**config.mk**
```make
export PLATFORM = sky130hd
export DESIGN_NAME = async_pulse_conditioner
export DESIGN_NICKNAME = d
export VERILOG_FILES = /design/src/rtl/async_pulse_conditioner.sv
export SDC_FILE = /design/constraint.sdc
export NUM_CORES = 1
export LEC_CHECK = 0
export BUFFER_PORTS_ARGS = -buffer_cell sky130_fd_sc_hd__buf_2
export CAP_MARGIN = 30
export CORE_MARGIN = 5
export CORE_UTILIZATION = 40
export DETAILED_ROUTE_END_ITERATION = 12
export HOLD_SLACK_MARGIN = 0.05
export PLACE_DENSITY = 0.72
export SYNTH_ARGS = -nofsm -noshare
export SYNTH_HDL_FRONTEND = slang
export SYNTH_SLANG_ARGS = --single-unit
```
**constraint.sdc**
```tcl
create_clock -name clk -period 1.58 [get_ports clk]
set_input_delay 0.237 -clock clk [delete_from_list [all_inputs] [get_ports clk]]
set_output_delay 0.237 -clock clk [all_outputs]
set_load 0.005 [all_outputs]
```
**src/rtl/async_pulse_conditioner.sv**
```systemverilog
// -----------------------------------------------------------------------------
// async_pulse_conditioner
//
// Multi-channel front end that brings asynchronous single-bit inputs into the
// clk domain. Each channel has a STAGES-deep synchronizer, a stability filter
// that accepts a new value only after it has held for FILT consecutive cycles,
// and a one-cycle edge pulse whose polarity is selected at runtime.
//
// Optional feature (macro PULSE_COND_STICKY_EN): per-channel sticky event
// flags with individual clear. Without the macro those ports and flops are
// absent and all other behaviour is identical.
//
// Parameters:
//   CH      number of independent channels (>=1)
//   STAGES  synchronizer flops per channel (>=2)
//   FILT    consecutive stable cycles required to accept a new value (>=1)
//   CNT_W   filter counter width (derived, do not override)
//
// Ports:
//   clk        in   1     sole clock
//   rst        in   1     synchronous reset, active-high
//   async_in   in   CH    asynchronous inputs, one bit per channel
//   edge_mode  in   2*CH  per channel [2i+1:2i]: 00 rise, 01 fall, 10 both,
//                         11 disabled; synchronous to clk
//   event_clr  in   CH    sticky clear per channel (PULSE_COND_STICKY_EN only)
//   event_o    out  CH    sticky event flags (PULSE_COND_STICKY_EN only)
//   level_o    out  CH    filtered synchronized level
//   pulse_o    out  CH    one-cycle edge pulse, qualified by edge_mode
// -----------------------------------------------------------------------------
module async_pulse_conditioner #(
    parameter int CH     = 4,
    parameter int STAGES = 2,
    parameter int FILT   = 4,
    parameter int CNT_W  = $clog2(FILT + 1)
) (
    input  logic            clk,
    input  logic            rst,
    input  logic [CH-1:0]   async_in,
    input  logic [2*CH-1:0] edge_mode,
`ifdef PULSE_COND_STICKY_EN
    input  logic [CH-1:0]   event_clr,
    output logic [CH-1:0]   event_o,
`endif
    output logic [CH-1:0]   level_o,
    output logic [CH-1:0]   pulse_o
);

    typedef enum logic [1:0] {
        EM_RISE = 2'b00,
        EM_FALL = 2'b01,
        EM_BOTH = 2'b10,
        EM_OFF  = 2'b11
    } edge_mode_e;

    localparam logic [CNT_W-1:0] CNT_LAST = CNT_W'(FILT - 1);

    // Decide whether an accepted level change produces a pulse.
    function automatic logic pulse_qualify(input logic [1:0] mode, input logic new_lvl);
        logic       res;
        edge_mode_e m;
        m   = edge_mode_e'(mode);
        res = 1'b0;
        unique case (m)
            EM_RISE: res = new_lvl;
            EM_FALL: res = ~new_lvl;
            EM_BOTH: res = 1'b1;
            EM_OFF:  res = 1'b0;
        endcase
        return res;
    endfunction

    logic [CH-1:0]    w_sync_q;
    logic [CH-1:0]    w_accept;
    logic [CH-1:0]    w_level_d;
    logic [CH-1:0]    w_pulse_d;
    logic [CNT_W-1:0] w_cnt_d [CH];

    logic [CNT_W-1:0] r_cnt   [CH];
    logic [CH-1:0]    r_level;
    logic [CH-1:0]    r_pulse;

    // -------------------------------------------------------------------------
    // Synchronizer: plain flop chain per channel, nothing between stages.
    // -------------------------------------------------------------------------
    genvar g;
    generate
        for (g = 0; g < CH; g++) begin : g_sync
            logic [STAGES-1:0] r_sync;

            always_ff @(posedge clk) begin
                if (rst) begin
                    r_sync <= '0;
                end else begin
                    r_sync <= {r_sync[STAGES-2:0], async_in[g]};
                end
            end

            assign w_sync_q[g] = r_sync[STAGES-1];
        end
    endgenerate

    // -------------------------------------------------------------------------
    // Stability filter and pulse qualification.
    // The counter tracks consecutive cycles of disagreement between the
    // synchronized value and the accepted level; it is cleared on agreement
    // and on acceptance, so it never exceeds FILT-1.
    // -------------------------------------------------------------------------
    always_comb begin
        for (int unsigned i = 0; i < CH; i++) begin
            w_cnt_d[i]   = '0;
            w_accept[i]  = 1'b0;
            if (w_sync_q[i] != r_level[i]) begin
                if (r_cnt[i] == CNT_LAST) begin
                    w_accept[i] = 1'b1;
                end else begin
                    w_cnt_d[i] = r_cnt[i] + 1'b1;
                end
            end
        end
    end

    always_comb begin
        w_level_d = r_level ^ w_accept;
        w_pulse_d = '0;
        for (int unsigned i = 0; i < CH; i++) begin
            if (w_accept[i]) begin
                w_pulse_d[i] = pulse_qualify(edge_mode[2*i +: 2], w_level_d[i]);
            end
        end
    end

    always_ff @(posedge clk) begin
        if (rst) begin
            for (int unsigned i = 0; i < CH; i++) begin
                r_cnt[i] <= '0;
            end
            r_level <= '0;
            r_pulse <= '0;
        end else begin
            for (int unsigned i = 0; i < CH; i++) begin
                r_cnt[i] <= w_cnt_d[i];
            end
            r_level <= w_level_d;
            r_pulse <= w_pulse_d;
        end
    end

    assign level_o = r_level;
    assign pulse_o = r_pulse;

    // -------------------------------------------------------------------------
    // Sticky event flags: set together with the pulse, set wins over clear.
    // -------------------------------------------------------------------------
`ifdef PULSE_COND_STICKY_EN
    logic [CH-1:0] r_event;

    always_ff @(posedge clk) begin
        if (rst) begin
            r_event <= '0;
        end else begin
            r_event <= (r_event & ~event_clr) | w_pulse_d;
        end
    end

    assign event_o = r_event;
`else
    // No sticky state in this build.
`endif

endmodule

```
# Word level (Yosys, flattened, before mapping)
# Memories as Yosys holds them, arrays and structs flattened.
# Cells that the tools add are included.
[word_totals]
reg_bits = 16
output_inout_bits = 8
mem_count = 1
mem_bits_rw = 12
[mem_list]
columns = ["name", "words", "word_bits", "rd", "rd_ports_with_merged_regs", "wr", "line_no", "text"]
rows = [
  ["r_cnt", 4, 3, 4, 0, 4, "78", "logic [CNT_W-1:0] r_cnt [CH];"],
]
[op_classes]
n_mux = 27
reduce_logical = 8
add_sub_neg = 4
eq_ne = 20
bitwise_logic = 13
[op_table]
columns = ["cell", "count"]
rows = [
  ["3-bit two-way mux", 12],
  ["2-bit == test, second input constant", 8],
  ["1-bit case mux with 4 select lines", 4],
  ["3-bit by 1-bit adder with 3-bit output, second input constant", 4],
  ["3-bit by 2-bit == test with 1-bit output, second input constant", 4],
  ["1-bit two-way mux", 11],
  ["2-bit by 1-bit == test with 1-bit output, second input constant", 4],
  ["2-bit logical NOT", 4],
  ["1-bit inverter", 8],
  ["2-bit OR reduction", 4],
  ["1-bit inequality test", 4],
  ["1-bit bitwise OR", 4],
  ["4-bit XOR", 1],
]

# Longest topological paths before layout
# Gate-level depths: netlist (run 1).
[logic_depth]
depth_word = 6
depth_mapped = 4

# Worst setup path after synthesis (run 1)
# Ideal clock, no wire load.
[synth_timing]
path_type = "register -> register"
startpoint = "memory r_cnt[2][0] in the netlist's numbering"
endpoint = "register r_pulse[2] (netlist: pulse_o[2])"
synth_period_minus_slack_ns = 1.371
arrival_ns = 1.299
setup_slack_ns = 0.209
stages_incl_launch_ff = 5
required_time_ns = 1.507
path_cell_list = "dfxtp_1 ha_1 ha_1 or4bb_1 o22ai_2"
[synth_rtl]
columns = ["item", "line_no", "text"]
rows = [
  ["start, declared", "78", ""],
  ["end signal, assigned", "144", "r_pulse <= w_pulse_d;"],
  ["end, declared", "80", "logic [CH-1:0] r_pulse;"],
]

==> results.toml, run 1 <==
[global_route]
grt_usage_pct = 10.2
grt_first_pass_wirelength_microns = 2800
gr-total-overflow = 0
antenna_found_initial = 0
grt_pass1_vias = 723
grt_max_degree = 23

[drt]
drtIter0Drc = 25
wl_microns = 1740
dr.pass1.iters = 2
wl_per_cell_microns = 12.1
drt_drc_violations_left = 0
via_per_inst = 5.11
num_vias = 736
ant_nets = 0

[layout]
areaGrowthSynthToFinish_pct = 15.8
antenna_cells = 0
final_common_cell = "dfxtp_1"
final_layout_size_suffix_gt1_share_pct = 24.6
fin_nets = 137
final_cell_mix = "dfxtp_1 (28), buf_2 (21), xnor2_1 (8), nor4_1 (8), nor2b_1 (8)"
n_fill_cell = 241

[yosys]
synth_area_leaders = "dfxtp_1 (52%), ha_1 (9.3%), xnor2_1 (6.5%)"
synth_top_family_by_area = "simple AND/OR/NAND/NOR gates"
netlist.top_cell.by_area = "dfxtp_1"
synth_top_area_share_pct = 52.1
synth_nets = 113
synth_compound_area_share_pct = 2.91
synth_simple_gate_area_share_pct = 22.3
syn-instance-count = 91
netlist_area_sq_um = 1080
ys_seq_area_share_pct = 52.1
yosysWarnings = 0
postSynthAreaPerCell_sq_um = 11.8
synth_fa_ha_area_share_pct = 9.30
ys_types = 15
synthXorXnorAreaFrac_pct = 6.51
synth.area.mux_share_pct = 3.72
ys_seq_elements = 28

[hold_path]
whs_path_depth = 2
min_to = "pulse_o[1]"
hold_class = "in2reg"
hp-start = "edge_mode[2]"

[worst_setup_path]
cpMaxStageDelayCell = "or4bb_1"
rr_worst_depth = 4
crit_arrival_ns = 1.75
critPathLaunchType = "flip-flop"
critPathBufInv = 0
crit_family = "simple AND/OR/NAND/NOR gates"
required_ns = 1.85
max_stage_delay_ns = 0.51
path_cells = "ha_1 > ha_2 > or4bb_1 > o22ai_2"
path_class = "reg2reg"
rr_endpoint = "pulse_o[2]"
r2r-start = "r_cnt[2][0]"
rrSetupSlack_ns = 0.10
cp-end-kind = "flip-flop"
crit_path_max_fanout = 6

[clocking]
clk-insertion-delay-late_ns = 0.32
htree_levels = 1
cts.sinks = 28
clk_pin_slew_ns = 0.14
clockBufferDepth = 2
ctsHoldBuffers = 0
clock-root-buffer = "clkbuf_4"
cts_made_buffers = 3
cts_tree = "built"

[run_status]
outcome = "complete, no violations"

[timing]
setup_viol = 0
slew_headroom_pct = 81.7
tns_ns = 0
clock.fmax_mhz = 676
finalCritPeriodShare_pct = 93.6
slew_viol_final = 0
finalHoldViolations = 0
worstMarginPinSlew_ns = 0.271
fin_crit_ns = 1.48
clock_skew_ns = 0.00405
rsz0062_at_grt = "false"

[die]
die_w_microns = 61.9
initial_core_util_pct = 42.7
coreArea_sq_um = 2520
dieArea_sq_um = 3830
io_pins = 22
die_h_microns = 61.9
placementRows = 18

[run]
maxCapViolations = 0

[placement]
gp_congestion = 0.715
port_buffers = 21
post-dp-hpwl_microns = 1320

[pwr]
peakVddDrop_uv = 744
finalPower_mw = 1.12
leakage_nw = 0.483
cellPowerDensity_nw_per_um2 = 902
flip-flops by register name, summed over array words and instances, names as in the netlist:
name and count:
g_sync.r_sync 8, level_o 4, pulse_o 4, r_cnt 12
through the flow:
step | cells | setup WS (ns) | area [sq um] | utilization [%] | hold WS, ns
finish | 144 | 0.102 | 1250 | 49.4 | 0.0941
floorplan | 91 | 0.209 | 1080 | - | 0.326
global route | 144 | 0.0143 | 1250 | 49.4 | 0.0684
global placement | 140 | 0.186 | 1210 | 47.9 | 0.414
detailed placement | 140 | 0.0963 | 1210 | 47.9 | 0.422
CTS | 144 | 0.0546 | 1240 | 49.3 | 0.0836
how the worst max path moves through the flow:
| stage | slack (ns) | endpoint | cells after the start | from |
|---|---|---|---|---|
| 5_1_grt | 0.01 | pulse_o[2] | 4 | r_cnt[2][0] |
| 4_1_cts | 0.05 | pulse_o[2] | 4 | r_cnt[2][0] |
| 3_3_place_gp | 0.19 | pulse_o[2] | 4 | r_cnt[2][0] |
| 3_5_place_dp | 0.1 | pulse_o[2] | 4 | r_cnt[2][0] |
| 6_report | 0.10 | pulse_o[2] | 4 | r_cnt[2][0] |
| 2_1_floorplan | 0.21 | pulse_o[2] | 4 | r_cnt[2][0] |
cell families (layout without fill, tap and decap cells):
group,Yosys count,count (layout)
and+or+nand+nor,32,32
DFF,28,28
adders and majority gates,8,8
xor gates and xnor gates,8,8
buffers and inverters,7,30
AOI/OAI and AO/OA,4,4
muxes,4,4
routing by layer:
layer  share of wire, %  up-vias  GRT usage [%]
li1                   -      374              -
met2                 51       17           19.7
met5                  0        -              0
met4               0.58        0           2.73
met3                8.0        2           4.96
met1                 41      343           9.24
synth_stat cells (all sizes together):
cell,count
clkbuf,2
nand4bb,6
dfxtp,28
ha,8
nor4,8
nor2,4
inv,4
or4bb,2
xnor2,8
nor2b,8
buf,1
o22ai,4
nor4b,4
mux2i,4
what timing repair did:
| item | in CTS | in global routing |
|---|---|---|
| gates resized for setup | 0 | 1 |
| setup endpoints to repair | 0 | 1 |
| buffers inserted | 0 | 0 |
final cells by class:
type	instances	area, sq um	area share (%)
tap	30	37.5	3.01
timing repair buffer	22	113	9.04
inverter	4	15.0	1.20
sequential	28	561	45.0
clock buffer	4	36.3	2.91
multi-input combinational	56	484	38.9
power breakdown:
part	internal, mW	switching (mW)	leakage, nW	total (mW)
registers	0.719	0.00717	0.228	0.726
clock network	0.141	0.196	0.0210	0.337
logic	0.0334	0.0281	0.235	0.0615
(Power assumes the default switching activity.)
==> run 2: changes to the inputs <==
- ABC_AREA: default -> 1
- BUFFER_PORTS_ARGS: -buffer_cell sky130_fd_sc_hd__buf_2 -> default
- DONT_BUFFER_PORTS: default -> 1
- PLACE_DENSITY: 0.72 -> 0.65
==> run 2 against run 1 <==
  * Routed wire length shrank 6.5%
  * Die area grew 1.1%
  * Fmax grew 23%
  * Worst hold slack lost 0.027 ns
  * Utilization shrank 4.1 points
  * Sequential power is essentially flat
  * Global-route usage shrank 0.96 points
==> results.toml, run 2 <==
[yosys]
async_flop_share_pct = 0
ys_seq_area_share_pct = 51.4
netlist.top_cell.by_area = "dfxtp_1"
synth-edff-count = 0
ys_seq_elements = 28
ys_top_cells_by_count = "nand2_1 (32), dfxtp_1 (28), inv_1 (28), nor2_1 (28), ha_1 (8)"
synth_area_leaders = "dfxtp_1 (51%), nand2_1 (11%), inv_1 (9.6%)"
ys_types = 11
synth_nets = 164
netlist_area_sq_um = 1090
synth_top_area_share_pct = 51.4
postSynthAreaPerCell_sq_um = 7.67
synth-main-ff-cell = "dfxtp_1"
yosysMostFrequentCell = "nand2_1"
yosysWarnings = 0
syn-instance-count = 142

[clocking]
clk-insertion-delay-late_ns = 0.30
postCtsSetupBuffers = 0
htree_levels = 1
clk_pin_slew_ns = 0.14
cts_tree = "built"
cts_made_buffers = 3
cts.sinks = 28
clock-root-buffer = "clkbuf_4"
clockBufferDepth = 2

[drt]
ant_nets = 0
dr.pass1.iters = 2
drt_drc_violations_left = 0
num_vias = 804
wl_microns = 1620
wl_per_cell_microns = 8.92
drtIter0Drc = 24
via_per_inst = 4.42

[global_route]
grt_max_degree = 15
gr-total-overflow = 0
grt_first_pass_wirelength_microns = 2930
antenna_found_initial = 0
grt_pass1_vias = 755
grt_usage_pct = 9.20

[layout]
largest_registers = "r_cnt: 12 flops, g_sync.r_sync: 8 flops"
final_cell_mix = "nand2_1 (32), inv_1 (28), nor2_1 (28), dfxtp_1 (28), ha_1 (8)"
layoutNonFillerInstCount = 182
fin_nets = 175
final_common_cell = "nand2_1"
n_fill_cell = 266
final_layout_size_suffix_gt1_share_pct = 5.30
areaGrowthSynthToFinish_pct = 11.6
top_register = "r_cnt"
antenna_cells = 0
stdcell_area_sq_um = 1220
largest_register_ffs = 12

[pwr]
finalPower_mw = 1.05
pwr-share-comb_pct = 5.7
power.internal_mw = 0.837
p_switching_mw = 0.217
leakage_nw = 0.555
cellPowerDensity_nw_per_um2 = 867
peakVddDrop_uv = 547
p_seq_share_pct = 68.7
swShare_pct = 20.6
p_clk_share_pct = 25.6

[timing]
slew_viol_final = 0
setup_viol = 0
clock_skew_ns = 0.000956
finalHoldViolations = 0
rsz0062_at_grt = "false"
fin_crit_ns = 1.20
finalCritPeriodShare_pct = 76.0
worstMarginPinSlew_ns = 0.455
tns_ns = 0
slew_headroom_pct = 69.6
clock.fmax_mhz = 833

[worst_setup_path]
crit_top_cell = "nand2_1"
critPathLaunchType = "flip-flop"
required_ns = 1.81
cp-end-kind = "flip-flop"
crit_arrival_ns = 1.43
path_class = "reg2reg"
path_cells = "ha_1 > ha_1 > inv_1 > nand2_1 > nand3_1 > nand2_1 > nand2_1 > nor2_1"
cpMaxStageDelayCell = "dfxtp_1"
crit_path_max_fanout = 3
max_stage_delay_ns = 0.34

[run]
maxCapViolations = 0

[die]
die_w_microns = 62.2
initial_core_util_pct = 40.6
dieArea_sq_um = 3870
io_pins = 22
die_h_microns = 62.2
coreArea_sq_um = 2690
placementRows = 19

[placement]
dp_cells = 172
gp_congestion = 0.775
post-dp-hpwl_microns = 1270
port_buffers = 0
placed_area_sq_um = 1120

[run_status]
outcome = "complete, no violations"

[hold_path]
hold_class = "in2reg"
[run 2: cell count changes after synthesis, moves of 6 or more]
cell       delta
inv_1        +24
nand2_1      +32
nor4_1        -8
nor2b_1       -8
xnor2_1       -8
nand4bb_1     -6
nor2_1       +24
[run 2: what timing repair did]
action                                  in CTS  in global routing
gates resized for setup                      0                  0
endpoints found under the setup margin       0                  0
hold buffers                                 6                  1
endpoints found under the hold margin       13                  1
[run 2: final cells by class]
type                            instances  area, sq um  area share, %
Clock buffer                            3         22.5           1.85
Inverter                               29          109           8.95
Multi-Input combinational cell         84          415           34.2
Sequential cell                        28          561           46.1
Tap cell                               31         38.8           3.19
Timing Repair Buffer                    7         70.1           5.76
[run 2: final timing paths]
| check | slack [ns] | startpoint | endpoint | cells after the start |
|---|---|---|---|---|
| worst min-delay path | 0.07 | edge_mode[2] | pulse_o[1] | 3 |
| worst max register to register | 0.38 | r_cnt[1][0] | pulse_o[1] | 8 |
| worst max-delay path | 0.38 | r_cnt[1][0] | pulse_o[1] | 8 |
| worst min register to register | 0.41 | g_sync[3].r_sync[0] | g_sync[3].r_sync[1] | 2 |
[run 2: worst max-delay path, delay by kind of cell, from the launching register on]
kind | cells | cell delay, ns
fa+ha+maj | 2 | 0.39
buf+inv | 1 | 0.08
flops | 1 | 0.34
simple gates | 5 | 0.30
[run 2: cells by family (layout without fill, tap and decap cells)]
family                   Yosys count  after routing  synth area share (%)
buffers and inverters             30             39                  10.4
adder cells (fa/ha/maj)            8              8                  9.19
AND/OR/NAND/NOR                   72             72                  27.1
AO/OA/AOI/OAI                      4              4                  1.84
flip-flops                        28             28                  51.4
[run 2: stage by stage]
step	worst slack (ns)	utilization [%]	hold slack, ns
after CTS	0.376	44.9	0.0544
after global routing	0.257	45.3	0.0507
after detailed placement	0.399	41.8	0.310
final	0.379	45.3	0.0668
after floorplan	0.483	-	0.306
after global placement	0.442	41.8	0.310
[run 2: routing by layer]
metal  GRT usage (%)  vias up  wire (microns)
li1                -      440               -
met1            9.60      350             694
met2            16.3       12             822
met3            3.06        2              85
met4            4.34        0              20
met5               0        -               0
[run 2: power by group through the flow]
stage | Sequential [mW] | Combinational [mW] | Clock [mW]
2_1_floorplan | 0.739 | 0.0402 | 0
3_3_place_gp | 0.740 | 0.0407 | 0
3_5_place_dp | 0.740 | 0.0427 | 0
4_1_cts | 0.725 | 0.0592 | 0.287
5_1_grt | 0.727 | 0.0698 | 0.324
6_report | 0.724 | 0.0600 | 0.270
==> run 3: changes to the inputs <==
- PLACE_DENSITY: 0.65 -> 0.67
- clock period: 1.58 -> 1 ns (I/O delays scaled with it)
==> run 3 against run 2 <==
  * The run now ends with setup timing left
  * Sequential cell count stayed put
  * Clock skew is 0.0034 ns higher
  * Via count grew 8.5%
  * Count of clock-buffer cells in the layout is 1 higher
  * Sequential power grew 59%
  * Sequential share of layout area shrank 7.7 points
  * Critical path depth unchanged
  * Combinational power up 100%
  * Global-route usage rose by 1.8 points
  * Critical endpoint unchanged
  * Largest cell class is now multi-input combinational cells
==> results.toml, run 3 (synthesis gave the netlist of run 2 again) <==
[worst_setup_path]
max_stage_delay_ns = 0.36
path_cells = "ha_4 > ha_4 > inv_4 > nand2_4 > nand3_2 > nand2_1 > nand2_1 > nor2_1"
cp-end-kind = "flip-flop"
critPathLaunchType = "flip-flop"
cpMaxStageDelayCell = "dfxtp_2"
crit_path_max_fanout = 3
required_ns = 1.23
crit_arrival_ns = 1.32
rr_worst_depth = 8
path_class = "reg2reg"

[placement]
placed_area_sq_um = 1270
port_buffers = 0
dp_slack_ns = -0.0646
gp_congestion = 0.681
post-dp-hpwl_microns = 1430
dp_cells = 172

[pwr]
pwr-share-comb_pct = 6.8
p_clk_share_pct = 29.2
power.internal_mw = 1.42
swShare_pct = 20.9
p_switching_mw = 0.374
finalPower_mw = 1.79
peakVddDrop_uv = 735
cellPowerDensity_nw_per_um2 = 1200
p_seq_share_pct = 64.0
leakage_nw = 0.620

[die]
io_pins = 22
die_h_microns = 62.2
initial_core_util_pct = 40.6
coreArea_sq_um = 2690
die_w_microns = 62.2
placementRows = 19
dieArea_sq_um = 3870

[layout]
layoutNonFillerInstCount = 188
largest_registers = "r_cnt: 12 flops, g_sync.r_sync: 8 flops"
areaGrowthSynthToFinish_pct = 37.4
final_util_pct = 55.8
top_register = "r_cnt"
n_fill_cell = 255
multi_input_area_sq_um = 614
final_cell_mix = "inv_1 (24), nor2_1 (24), nand2_1 (21)"
final_layout_size_suffix_gt1_share_pct = 35.7
stdcell_area_sq_um = 1500
antenna_cells = 0
fin_nets = 180
seq_area_sq_um = 574
largest_register_ffs = 12

[timing]
fin_hold_ws_ns = 0.0721
fin_crit_ns = 1.08
worstMarginPinSlew_ns = 0.570
clock_skew_ns = 0.00439
finalHoldViolations = 0
finalCritPeriodShare_pct = 108
setup_viol = 5
slew_viol_final = 0
clock.fmax_mhz = 922
slew_headroom_pct = 62.0
tns_ns = -0.307
timing.final.ws_setup_ns = -0.0841
rsz0062_at_grt = "true"

[clocking]
clock-root-buffer = "clkbuf_4"
cts.sinks = 28
clk-insertion-delay-late_ns = 0.31
htree_levels = 1
cts_made_buffers = 3
cts_tree = "built"
clockBufferDepth = 2
clk_pin_slew_ns = 0.14

[drt]
drtIter0Drc = 9
via_per_inst = 4.64
dr.pass1.iters = 2
wl_microns = 1980
ant_nets = 0
num_vias = 872
wl_per_cell_microns = 10.5
drt_drc_violations_left = 0

[global_route]
antenna_found_initial = 0
grt_usage_pct = 11.0
grt_first_pass_wirelength_microns = 3510
grt_max_degree = 16
grt_pass1_vias = 862
gr-total-overflow = 0

[hold_path]
hold_class = "in2reg"
whs_path_depth = 5

[run_status]
violations = "setup timing"
outcome = "complete, but fails checks"

[run]
maxCapViolations = 0
-- run 3: cell count changes in the layout (fill, tap and decap cells not counted), sizes merged --
cell / previous run / this run
buf: 0 / 2
clkbuf: 3 / 4
dlygate4sd3: 7 / 9
dlymetal6s4s: 0 / 1
-- run 3: power by group through the flow --
stage	registers (mW)	clock network, mW	logic, mW
global route	1.15	0.621	0.141
global placement	1.17	0	0.0682
finish	1.15	0.524	0.122
detailed placement	1.17	0	0.0740
CTS	1.15	0.565	0.111
floorplan	1.17	0	0.0680
-- run 3: repair_timing --
action / in CTS / in global routing
gates resized for setup: 0 / 23
hold endpoints to repair: 16 / 1
hold buffers: 9 / 1
setup endpoints to repair: 4 / 17
pin swaps: 3 / 7
setup buffers: 0 / 2
-- run 3: worst paths after layout --
check                                          from                  end  slack, ns
worst max-delay path                    r_cnt[1][0]           pulse_o[1]      -0.08
worst min-delay path                   edge_mode[5]           pulse_o[2]       0.07
worst max register to register          r_cnt[1][0]           pulse_o[1]      -0.08
worst min register to register  g_sync[2].r_sync[0]  g_sync[2].r_sync[1]       0.41
-- run 3: per-layer routing --
layer	up-vias	share of wire (%)	global-route usage (%)
met4	0	0.96	4.88
li1	453	-	-
met3	2	4.9	3.42
met2	12	53	19.4
met5	-	0	0
met1	405	41	11.9
-- run 3: layout make-up --
cell class	instances	area share, %
repair buffers	12	7.85
inverters	29	7.77
clock buffers	4	2.42
flip-flops and latches	28	38.3
multi-input cells	84	41.0
well taps	31	2.59
-- run 3: worst max-delay path: cells and delay by family, from the launching register on --
family / cells / cell delay (ns)
DFF: 1 / 0.36
adders and majority gates: 2 / 0.33
and+or+nand+nor: 5 / 0.26
buffers and inverters: 1 / 0.07
